File: config.mk
export PLATFORM = sky130hd
export DESIGN_NAME = mem_bus_ctrl
export DESIGN_NICKNAME = d
export VERILOG_FILES = /design/src/rtl/mem_bus_ctrl.sv
export SDC_FILE = /design/constraint.sdc
export NUM_CORES = 1
export LEC_CHECK = 0
export CAP_MARGIN = 20
export CORE_MARGIN = 2
export CORE_UTILIZATION = 40
export CTS_CLUSTER_SIZE = 14
export DETAILED_ROUTE_END_ITERATION = 8
export PLACE_DENSITY = 0.78
export SLEW_MARGIN = 0
export SYNTH_ARGS = -nofsm -noshare
export SYNTH_HDL_FRONTEND = slang
export SYNTH_SLANG_ARGS = --single-unit
File: constraint.sdc
create_clock -name clk -period 2.9 [get_ports clk]
set_clock_uncertainty 0.2 [all_clocks]
set_input_delay 0.58 -clock clk [delete_from_list [all_inputs] [get_ports clk]]
set_output_delay 0.58 -clock clk [all_outputs]
set_load 0.01 [all_outputs]
File: src/rtl/mem_bus_ctrl.sv
// mem_bus_ctrl: MEM-stage load/store bus master.
// Requests the bus for aligned load/store words and runs one bus cycle at a time.
// It raises busy to stall the pipeline while the access is outstanding.
// If the pipeline is stalled when read data arrives, the result is held.
// A bounded wait counter turns a hung slave into a one-cycle bus_err pulse.
module mem_bus_ctrl #(
  parameter int unsigned WAIT_LIMIT = 255
) (
  input  logic        clk,
  input  logic        reset,
  input  logic        stall,
  input  logic        flush,
  input  logic        ex_en,
  input  logic [1:0]  mem_op,
  input  logic [31:0] addr,
  input  logic [31:0] wr_data,
  input  logic        bus_grnt,
  input  logic        bus_rdy,
  input  logic [31:0] bus_rd_data,
  output logic        bus_req,
  output logic [29:0] bus_addr,
  output logic        bus_as,
  output logic        bus_rw,
  output logic [31:0] bus_wr_data,
  output logic [31:0] out,
  output logic        miss_align,
  output logic        busy,
  output logic        bus_err
);

  typedef enum logic [1:0] {
    IDLE   = 2'd0,
    REQ    = 2'd1,
    ACCESS = 2'd2,
    HOLD   = 2'd3
  } state_t;

  localparam logic [15:0] LIMIT = 16'(WAIT_LIMIT);

  state_t      state;
  logic [15:0] wait_cnt;
  logic [31:0] hold_data;
  logic        flushed;     // a flush arrived while the bus cycle was in flight

  logic        is_mem;
  logic        aligned;
  logic        start;
  logic        discard;
  logic        timeout;

  // Decode the EX/MEM entry and the per-cycle events that drive the FSM.
  always_comb begin
    is_mem  = ex_en & ((mem_op == 2'b01) | (mem_op == 2'b10));
    aligned = (addr[1:0] == 2'b00);
    start   = (state == IDLE) & is_mem & aligned & ~flush;
    discard = flushed | flush;
    timeout = (state == ACCESS) & ~bus_rdy & ((wait_cnt + 16'd1) == LIMIT);
  end

  assign miss_align = is_mem & ~aligned;

  // Result mux and stall request; busy drops in the same cycle bus_rdy arrives.
  always_comb begin
    // NOTE: every signal gets a default first so no path leaves it unassigned (no latch).
    out  = '0;
    busy = 1'b0;
    unique case (state)
      IDLE: begin
        out  = is_mem ? 32'd0 : addr;
        busy = start;
      end
      REQ: begin
        busy = 1'b1;
      end
      ACCESS: begin
        busy = ~bus_rdy;
        if (bus_rdy && bus_rw && !discard) out = bus_rd_data;
      end
      HOLD: begin
        out = hold_data;
      end
      default: ;
    endcase
  end

  // Bus-cycle FSM with registered bus-side outputs.
  always_ff @(posedge clk) begin
    // NOTE: sequential state uses non-blocking assignments so every register samples pre-edge values.
    if (reset) begin
      state       <= IDLE;
      bus_req     <= 1'b0;
      bus_as      <= 1'b0;
      bus_rw      <= 1'b1;
      bus_addr    <= '0;
      bus_wr_data <= '0;
      hold_data   <= '0;
      wait_cnt    <= '0;
      bus_err     <= 1'b0;
      flushed     <= 1'b0;
    end else begin
      bus_as  <= 1'b0;
      bus_err <= 1'b0;
      unique case (state)
        IDLE: begin
          if (start) begin
            state   <= REQ;
            bus_req <= 1'b1;
          end
        end
        REQ: begin
          if (flush) begin
            state   <= IDLE;
            bus_req <= 1'b0;
          end else if (bus_grnt) begin
            state       <= ACCESS;
            bus_addr    <= addr[31:2];
            bus_rw      <= (mem_op == 2'b01);
            bus_wr_data <= wr_data;
            bus_as      <= 1'b1;
            wait_cnt    <= '0;
            flushed     <= 1'b0;
          end
        end
        ACCESS: begin
          if (flush) flushed <= 1'b1;
          if (bus_rdy) begin
            bus_req   <= 1'b0;
            hold_data <= bus_rw ? bus_rd_data : 32'd0;
            // A flushed result is dropped, so only a live result waits in HOLD.
            state     <= (stall && !discard) ? HOLD : IDLE;
          end else if (timeout) begin
            bus_req <= 1'b0;
            bus_err <= 1'b1;
            state   <= IDLE;
          end else begin
            wait_cnt <= wait_cnt + 16'd1;
          end
        end
        HOLD: begin
          if (!stall) state <= IDLE;
        end
        default: state <= IDLE;
      endcase
    end
  end

endmodule

==> results of run 1 <==
==> synth_stat cells (2+ instances only) <==
| cell | count | area (µm²) |
|---|---|---|
| and3_1 | 2 | 12.51 |
| a311oi_1 | 2 | 17.52 |
| dfxtp_1 | 117 | 2342 |
| nand3_1 | 42 | 210.2 |
| inv_1 | 9 | 33.78 |
| nor3_1 | 6 | 30.03 |
| o31ai_1 | 4 | 30.03 |
| a222oi_1 | 32 | 320.3 |
| xnor2_1 | 5 | 43.79 |
| nand2_1 | 171 | 641.9 |
| or4_1 | 4 | 30.03 |
| nor2_1 | 49 | 183.9 |
| or2_2 | 2 | 12.51 |
| buf_2 | 2 | 10.01 |
| nand3b_1 | 2 | 15.01 |
| a21oi_1 | 105 | 525.5 |
| nand4_1 | 5 | 31.28 |
| o311ai_1 | 2 | 17.52 |
| ha_1 | 9 | 112.6 |
| o211ai_1 | 7 | 52.55 |
| o21ai_4 | 2 | 32.53 |
| clkbuf_1 | 54 | 202.7 |
| xor2_1 | 3 | 26.28 |
| nand2b_1 | 5 | 31.28 |
| o21ai_1 | 2 | 10.01 |
| a31oi_1 | 6 | 37.54 |
| nor4_1 | 4 | 25.02 |
| and2_1 | 4 | 25.02 |
==> cell families after synthesis <==
family	after synthesis
xor gates and xnor gates	8
buffers and inverters	68
and+or+nand+nor	306
AOI/OAI and AO/OA	175
muxes	2
DFF	117
adders and majority gates	9
==> registers in the layout, indices dropped and copies added (netlist names) <==
| name | cells |
|---|---|
| bus_err | 1 |
| bus_as | 1 |
| hold_data | 32 |
| bus_addr | 30 |
| bus_wr_data | 32 |
| flushed | 1 |
| state | 2 |
| bus_rw | 1 |
| wait_cnt | 16 |
| bus_req | 1 |
==> power groups by stage <==
| stage | combinational (mW) | clock (mW) | sequential, mW |
|---|---|---|---|
| 2_1_floorplan | 0.284 | 0 | 1.70 |
| 3_3_place_gp | 0.784 | 0 | 1.69 |
| 3_5_place_dp | 0.785 | 0 | 1.69 |
| 4_1_cts | 0.793 | 2.06 | 1.66 |
| 5_1_grt | 0.848 | 2.14 | 1.66 |
| 6_report | 0.792 | 2.04 | 1.66 |
==> placed cells by master (no fill, tap or decap), types with 2 or more instances in the layout <==
cell and n:
inv_1 7, xor2_1 3, nor3_1 5, bufinv_16 2, o21ai_1 2, and2_4 2
buf_6 2, xnor2_1 5, o311ai_1 2, dfxtp_2 4, nand2_1 169, clkinv_2 5
ha_4 2, o211ai_1 7, buf_16 2, nor4_1 4, dlygate4sd2_1 3, and3_1 2
clkdlybuf4s50_1 166, nand2b_1 4, or4_1 4, ha_1 5, a222oi_1 32, buf_2 24
nand3_1 42, buf_12 7, o31ai_1 4, dfxtp_1 113, nand4_1 5, nand3b_1 2
clkbuf_16 17, o21ai_4 2, nor2_1 48, a311oi_1 2, ha_2 2, buf_4 53
clkbuf_2 9, a21oi_1 105, a31oi_1 6, clkinvlp_4 5
==> critical path, stage by stage (launching register included) <==
cell and delay, ps:
dfxtp_2 360, buf_6 120, clkinvlp_4 130, ha_4 190, and2_4 180, buf_16 150
a222oi_1 360, nor2_1 90, buf_2 160
==> area by class of cell <==
type,instances,area (µm²)
inverters,9,37.54
well taps,176,220.2
multi-input cells,501,2826
fillers,1110,4652
repair buffers,267,2479
clock inverters,13,132.6
clock buffers,19,442.9
flip-flops and latches,117,2347
==> timing repair <==
| item | 4_1_cts | 5_1_grt |
|---|---|---|
| gates cloned | 3 | 1 |
| setup endpoints to repair | 35 | 49 |
| pin swaps | 34 | 19 |
| setup buffers | 4 | 10 |
| resized for setup | 132 | 26 |
==> final timing paths <==
path / slack (ps) / from / to / cells after the start
max: -30 / state[1]$_SDFFE_PP0P_ / out[27] / 8
min: 250 / bus_wr_data[26]$_SDFFE_PP0P_ / bus_wr_data[26]$_SDFFE_PP0P_ / 2
max reg2reg: 80 / state[1]$_SDFFE_PP0P_ / wait_cnt[12]$_SDFFE_PP0P_ / 12
min reg2reg: 250 / bus_wr_data[26]$_SDFFE_PP0P_ / bus_wr_data[26]$_SDFFE_PP0P_ / 2
==> layer usage <==
| metal | track usage [%] | up-vias |
|---|---|---|
| met4 | 11.54 | 0 |
| met3 | 7.998 | 36 |
| met2 | 41.64 | 294 |
| met5 | 0 | - |
| met1 | 33.26 | 2860 |
| li1 | - | 2893 |
==> summary.txt, run 1 <==
Yosys
  – Main combinational cell family by area after synthesis: simple AND/OR/NAND/NOR gates
  – Syn_area_per_cell: 7.783 µm²
  – EDFF count, synth: 0
  – Post-synth cell types: 56
  – Compound-cell area share of the yosys netlist: 21.83%
  – Post-synthesis mux area share: 0.3990%
  – Main synth FF type: dfxtp_1
  – Net count after synthesis: 799
  – Simple-Gate Fraction of Synth Area: 25.37%
  – Mapped Cells: 685
  – Fraction of the yosys area taken by sequential cells: 43.93%
  – Synth Area in XOR/XNOR: 1.314%
  – Synth Area in Adders: 2.112%
  – Yosys reg bits: 117
  – Synth async-reset ratio: 0%
  – Ys Warns: 0
  – Mapped Area: 0.005331 mm²

Finish
  – Final Util: 64.59%
  – Number of inserted diodes: 0
  – Area grow syn2layout: 59.16%
  – Share of cells above drive strength 1: 17.49%
  – Final #Nets: 1027
  – Final Non-Filler Cells: 1102
  – Post-route cell area: 0.008486 mm²

Pwr
  – Power Dens Cells: 529.3 mW/mm²
  – Leakage dissipation: 3.094 nW
  – Sw Pwr: 1.171 mW
  – Total design power: 4.491 mW
  – P_int: 3.320 mW
  – Clock power frac: 45.5%
  – Gate power share: 17.6%
  – Sequential share of power: 36.9%
  – VDD IR max: 0.0003990 V
  – Sw frac: 26.07%

Detailed routing
  – Routed wire length on met3: 1731 µm
  – Met2 WL: 9121 µm
  – Post-DRT Antenna Nets: 0
  – Routed vias: 6083
  – WL/cell: 17.43 µm
  – DRT Pass-1 Iters: 6
  – DRT Wirelength: 19210 µm
  – Drt drc: 0
  – Top Metal Used: met4
  – Starting DRT DRC Count: 582
  – Met1 WL: 7755 µm
  – Vias/cell: 5.520

Setup path
  – Max FO, Critical Path: 4
  – Worst path required time: 2120 ps
  – CP Data Arrival Time: 2150 ps
  – Startpoint Class: register
  – Critical Path End Type: primary output
  – Critical path class: register to primary output

Floorplanning
  – Die Wd: 119.5 µm
  – Die height: 119.5 µm
  – Rows: 42
  – Core area: 0.01314 mm²
  – Initial Util: 40.58%
  – Ports: 205
  – Die area: 0.01427 mm²

Timing
  – Fin. max-slew vios: 0
  – Setup TNS: -32.52 ps
  – Final worst slack: -32.52 ps
  – Hold Slack: 252.8 ps
  – RSZ-0062 raised after global routing: true
  – Slew @ Worst Pin: 500.2 ps
  – Setup violators final: 1
  – Worst slew margin: 66.65%
  – Fmax: 341.0 MHz
  – Period Utilization, post-route: 101.1%
  – Minimum clock period: 2933 ps
  – Final Hold Vio Count: 0

Global routing
  – GRT Residual Overflow: 0
  – Largest net degree at the start of global routing: 50
  – Number of global-route vias before repair: 5826
  – Initial antenna violation count: 0
  – GRT Total Usage: 26.38%
  – Global-route wire length before repair: 29970 µm

Place
  – Port bufs: 204
  – Placed cells: 1054
  – Gp weighted congestion: 0.9104
  – Post-place setup slack: -697.6 ps
  – Post-detail-place hpwl: 12490 µm
  – Placement-stage cell area: 0.007782 mm²

Run status
  – Failing checks: negative setup slack
  – Status: finished with violations

Clock network
  – Longest Clk Path Bufs: 2
  – CTS tree: done
  – Num CTS Buffers: 17
  – Clock sink count: 117
  – # hold bufs at CTS: 0
  – Reg clk slew, reported paths: 50 ps
  – H-tree depth: 4
  – Clk Latency, worst-skew pair: 410 ps
  – CTS root buf: clkbuf_16

Flow run
  – Maxcap violations: 0

Worst hold path
  – HP Class: register to register
Power figures use the tool's default switching activity.
==> inputs of run 2 (changes only) <==
--- a/config.mk
+++ b/config.mk
@@ -8,8 +8,9 @@
 export CAP_MARGIN = 20
 export CORE_MARGIN = 2
 export CORE_UTILIZATION = 40
-export CTS_CLUSTER_SIZE = 14
+export CTS_CLUSTER_SIZE = 24
 export DETAILED_ROUTE_END_ITERATION = 8
+export GPL_ROUTABILITY_DRIVEN = 0
 export PLACE_DENSITY = 0.78
 export SLEW_MARGIN = 0
 export SYNTH_ARGS = -nofsm -noshare
==> constraint.sdc (replaced) <==
create_clock -name clk -period 2.6 [get_ports clk]
set_clock_uncertainty 0.2 [all_clocks]
set_input_delay 0.52 -clock clk [delete_from_list [all_inputs] [get_ports clk]]
set_output_delay 0.52 -clock clk [all_outputs]
set_load 0.01 [all_outputs]
==> run 2 against run 1 <==
First-iteration DRC count grew 12%. Via count grew 3.2%. Utilization grew 3.8 points. Largest power group unchanged. Critical endpoint is now state[0]$_SDFFE_PP0P_. Setup slack lost 140 ps. The flow still finishes with violations (negative setup slack). Highest routed layer unchanged.
==> summary.txt, run 2 (synthesis results as in run 1) <==
Run status
  – Status: finished with violations
  – Failing checks: negative setup slack

Floorplanning
  – Die height: 119.5 µm (unchanged)
  – Rows: 42 (unchanged)
  – Core area: 0.01314 mm² (unchanged)
  – Ports: 205 (unchanged)
  – Die Wd: 119.5 µm (unchanged)
  – Die area: 0.01427 mm² (unchanged)
  – Initial Util: 40.58% (unchanged)

Pwr
  – VDD IR max: 0.0005075 V (+27%)
  – Total design power: 5.220 mW (+16%)
  – Leakage dissipation: 3.321 nW (+7.3%)
  – Power Dens Cells: 580.9 mW/mm² (+9.8%)

Clock network
  – CTS tree: done
  – Longest Clk Path Bufs: 2 (unchanged)
  – Reg clk slew, reported paths: 50 ps (about the same)
  – # hold bufs at CTS: 0 (unchanged)
  – H-tree depth: 4 (unchanged)
  – Clock sink count: 117 (unchanged)
  – CTS root buf: clkbuf_16
  – Num CTS Buffers: 17 (unchanged)
  – Clk Latency, worst-skew pair: 410 ps (about the same)

Detailed routing
  – WL/cell: 18.52 µm (+6.2%)
  – Starting DRT DRC Count: 650 (+12%)
  – Routed vias: 6276 (+3.2%)
  – Drt drc: 0 (unchanged)
  – Post-DRT Antenna Nets: 0 (unchanged)
  – Vias/cell: 5.584 (+1.2%)
  – DRT Wirelength: 20810 µm (+8.3%)
  – DRT Pass-1 Iters: 8 (+2)

Finish
  – Most frequent cells in the layout: nand2_1, clkdlybuf4s50_1, dfxtp_1, a21oi_1, buf_4
  – Regs by FF count: bus_wr_data x32, hold_data x32, bus_addr x30
  – Final #Nets: 1050 (+2.2%)
  – Final Util: 68.40% (+3.8 points)
  – Most common cell after layout, fill and taps aside: nand2_1
  – Final Non-Filler Cells: 1124 (+2.0%)
  – Share of cells above drive strength 1: 22.49% (+5.0 points)
  – Area grow syn2layout: 68.55%

Setup path
  – Startpoint Class: register
  – Critical path class: register to register
  – Crit-path max cell delay: 600 ps (+240 ps)
  – Top Family by Delay on Critical Path: simple AND/OR/NAND/NOR gates
  – Worst Path Buf+Inv: 1 (-3)
  – Worst path cell trace: nand4_1 -> nor3_2 -> xor2_1 -> or4_4 -> buf_6 -> o21ai_4 -> a21oi_2 -> a311oi_1
  – CP Data Arrival Time: 2870 ps (+720 ps)
  – Critical Path End Type: register
  – Max FO, Critical Path: 6 (+2)
  – Worst path required time: 2700 ps (+580 ps)
  – Worst path slowest cell: or4_4

Timing
  – Final Hold Vio Count: 0 (unchanged)
  – Setup violators final: 49 (+48)
  – Slew @ Worst Pin: 619.0 ps (+118.7 ps)
  – Worst slew margin: 58.35% (-8.3 points)
  – Fmax: 360.1 MHz
  – Final worst slack: -176.9 ps (-144.3 ps)
  – Minimum clock period: 2777 ps
  – RSZ-0062 raised after global routing: true
  – Hold Slack: 251.0 ps (-1.806 ps)
  – Fin. max-slew vios: 0 (unchanged)
  – Period Utilization, post-route: 106.8%

Global routing
  – Initial antenna violation count: 1 (+1)
  – Global-route wire length before repair: 30910 µm (+3.1%)
  – Number of global-route vias before repair: 6065 (+4.1%)
  – GRT Total Usage: 27.40% (+1.0 points)
  – Largest net degree at the start of global routing: 58 (+16%)
  – GRT Residual Overflow: 0 (unchanged)

Place
  – Placed cells: 1079 (+2.4%)
  – Post-place setup slack: -784.9 ps (-87.25 ps)
  – Post-detail-place hpwl: 12700 µm (+1.7%)
  – Port bufs: 204 (unchanged)

Flow run
  – Maxcap violations: 0 (unchanged)

Worst hold path
  – HP Class: register to register
run 2: changes by cell type in the layout (fill, tap and decap cells not counted), sizes merged, moves of 3 or more:
cell	delta
buf	+33
clkbuf	-7
dlygate4sd2	+3
clkdlybuf4s50	-4
clkinvlp	-3
run 2: per-layer routing:
layer	GRT usage, %	share of wire [%]	vias to the layer above
li1	-	-	2943
met1	32.97	38	2967
met2	46.29	50	327
met3	8.908	9.6	39
met4	8.676	2.4	0
met5	0	0	-
run 2: repair_timing:
item,4_1_cts,5_1_grt
pin swaps,33,44
endpoints found under the setup margin,50,51
cloned,5,1
resized for setup,172,55
buffers inserted,5,4
run 2: metrics by stage:
stage | cell area [µm²] | TNS (ps)
finish | 8986 | -4588
global route | 8986 | -9071
CTS | 8700 | -2349
detailed placement | 8008 | -26510
global placement | 8008 | -25190
floorplan | 5344 | -88.03
run 2: final timing paths:
check / from / endpoint / slack (ps) / cells after the start
hold / removal: bus_addr[6]$_SDFFE_PP0P_ / bus_addr[6]$_SDFFE_PP0P_ / 250 / 2
setup / recovery: wait_cnt[3]$_SDFFE_PP0P_ / state[0]$_SDFFE_PP0P_ / -180 / 8
hold reg to reg: bus_addr[6]$_SDFFE_PP0P_ / bus_addr[6]$_SDFFE_PP0P_ / 250 / 2
setup reg to reg: wait_cnt[3]$_SDFFE_PP0P_ / state[0]$_SDFFE_PP0P_ / -180 / 8
run 2: layout make-up:
type                            count  area, µm²
Clock inverter                     10      155.1
Multi-Input combinational cell    501       2985
Sequential cell                   117       2362
Fill cell                        1027       4151
Antenna cell                        1      2.502
Tap cell                          176      220.2
Timing Repair Buffer              290       2768
Inverter                            9      36.28
Clock buffer                       20      456.7
run 2: worst reg2reg max path: cells and delay by family (launching register included):
family	cells	cell delay [ps]
simple gates	3	1120
flops	1	440
buf+inv	1	150
compound gates	3	620
xor+xnor	1	130
run 2: power by group:
group | leakage [nW] | internal [mW] | switching, mW
logic | 2.07 | 0.461 | 0.456
clock network | 0.298 | 1.63 | 0.822
registers | 0.950 | 1.83 | 0.0190
==> inputs of run 3 (changes only) <==
--- a/config.mk
+++ b/config.mk
@@ -8,6 +8,7 @@
 export CAP_MARGIN = 20
 export CORE_MARGIN = 2
 export CORE_UTILIZATION = 40
+export CTS_CLUSTER_DIAMETER = 50
 export CTS_CLUSTER_SIZE = 24
 export DETAILED_ROUTE_END_ITERATION = 8
 export GPL_ROUTABILITY_DRIVEN = 0
==> results of run 3 <==
The final DEF is identical to that of run 2; final timing and power are the same.
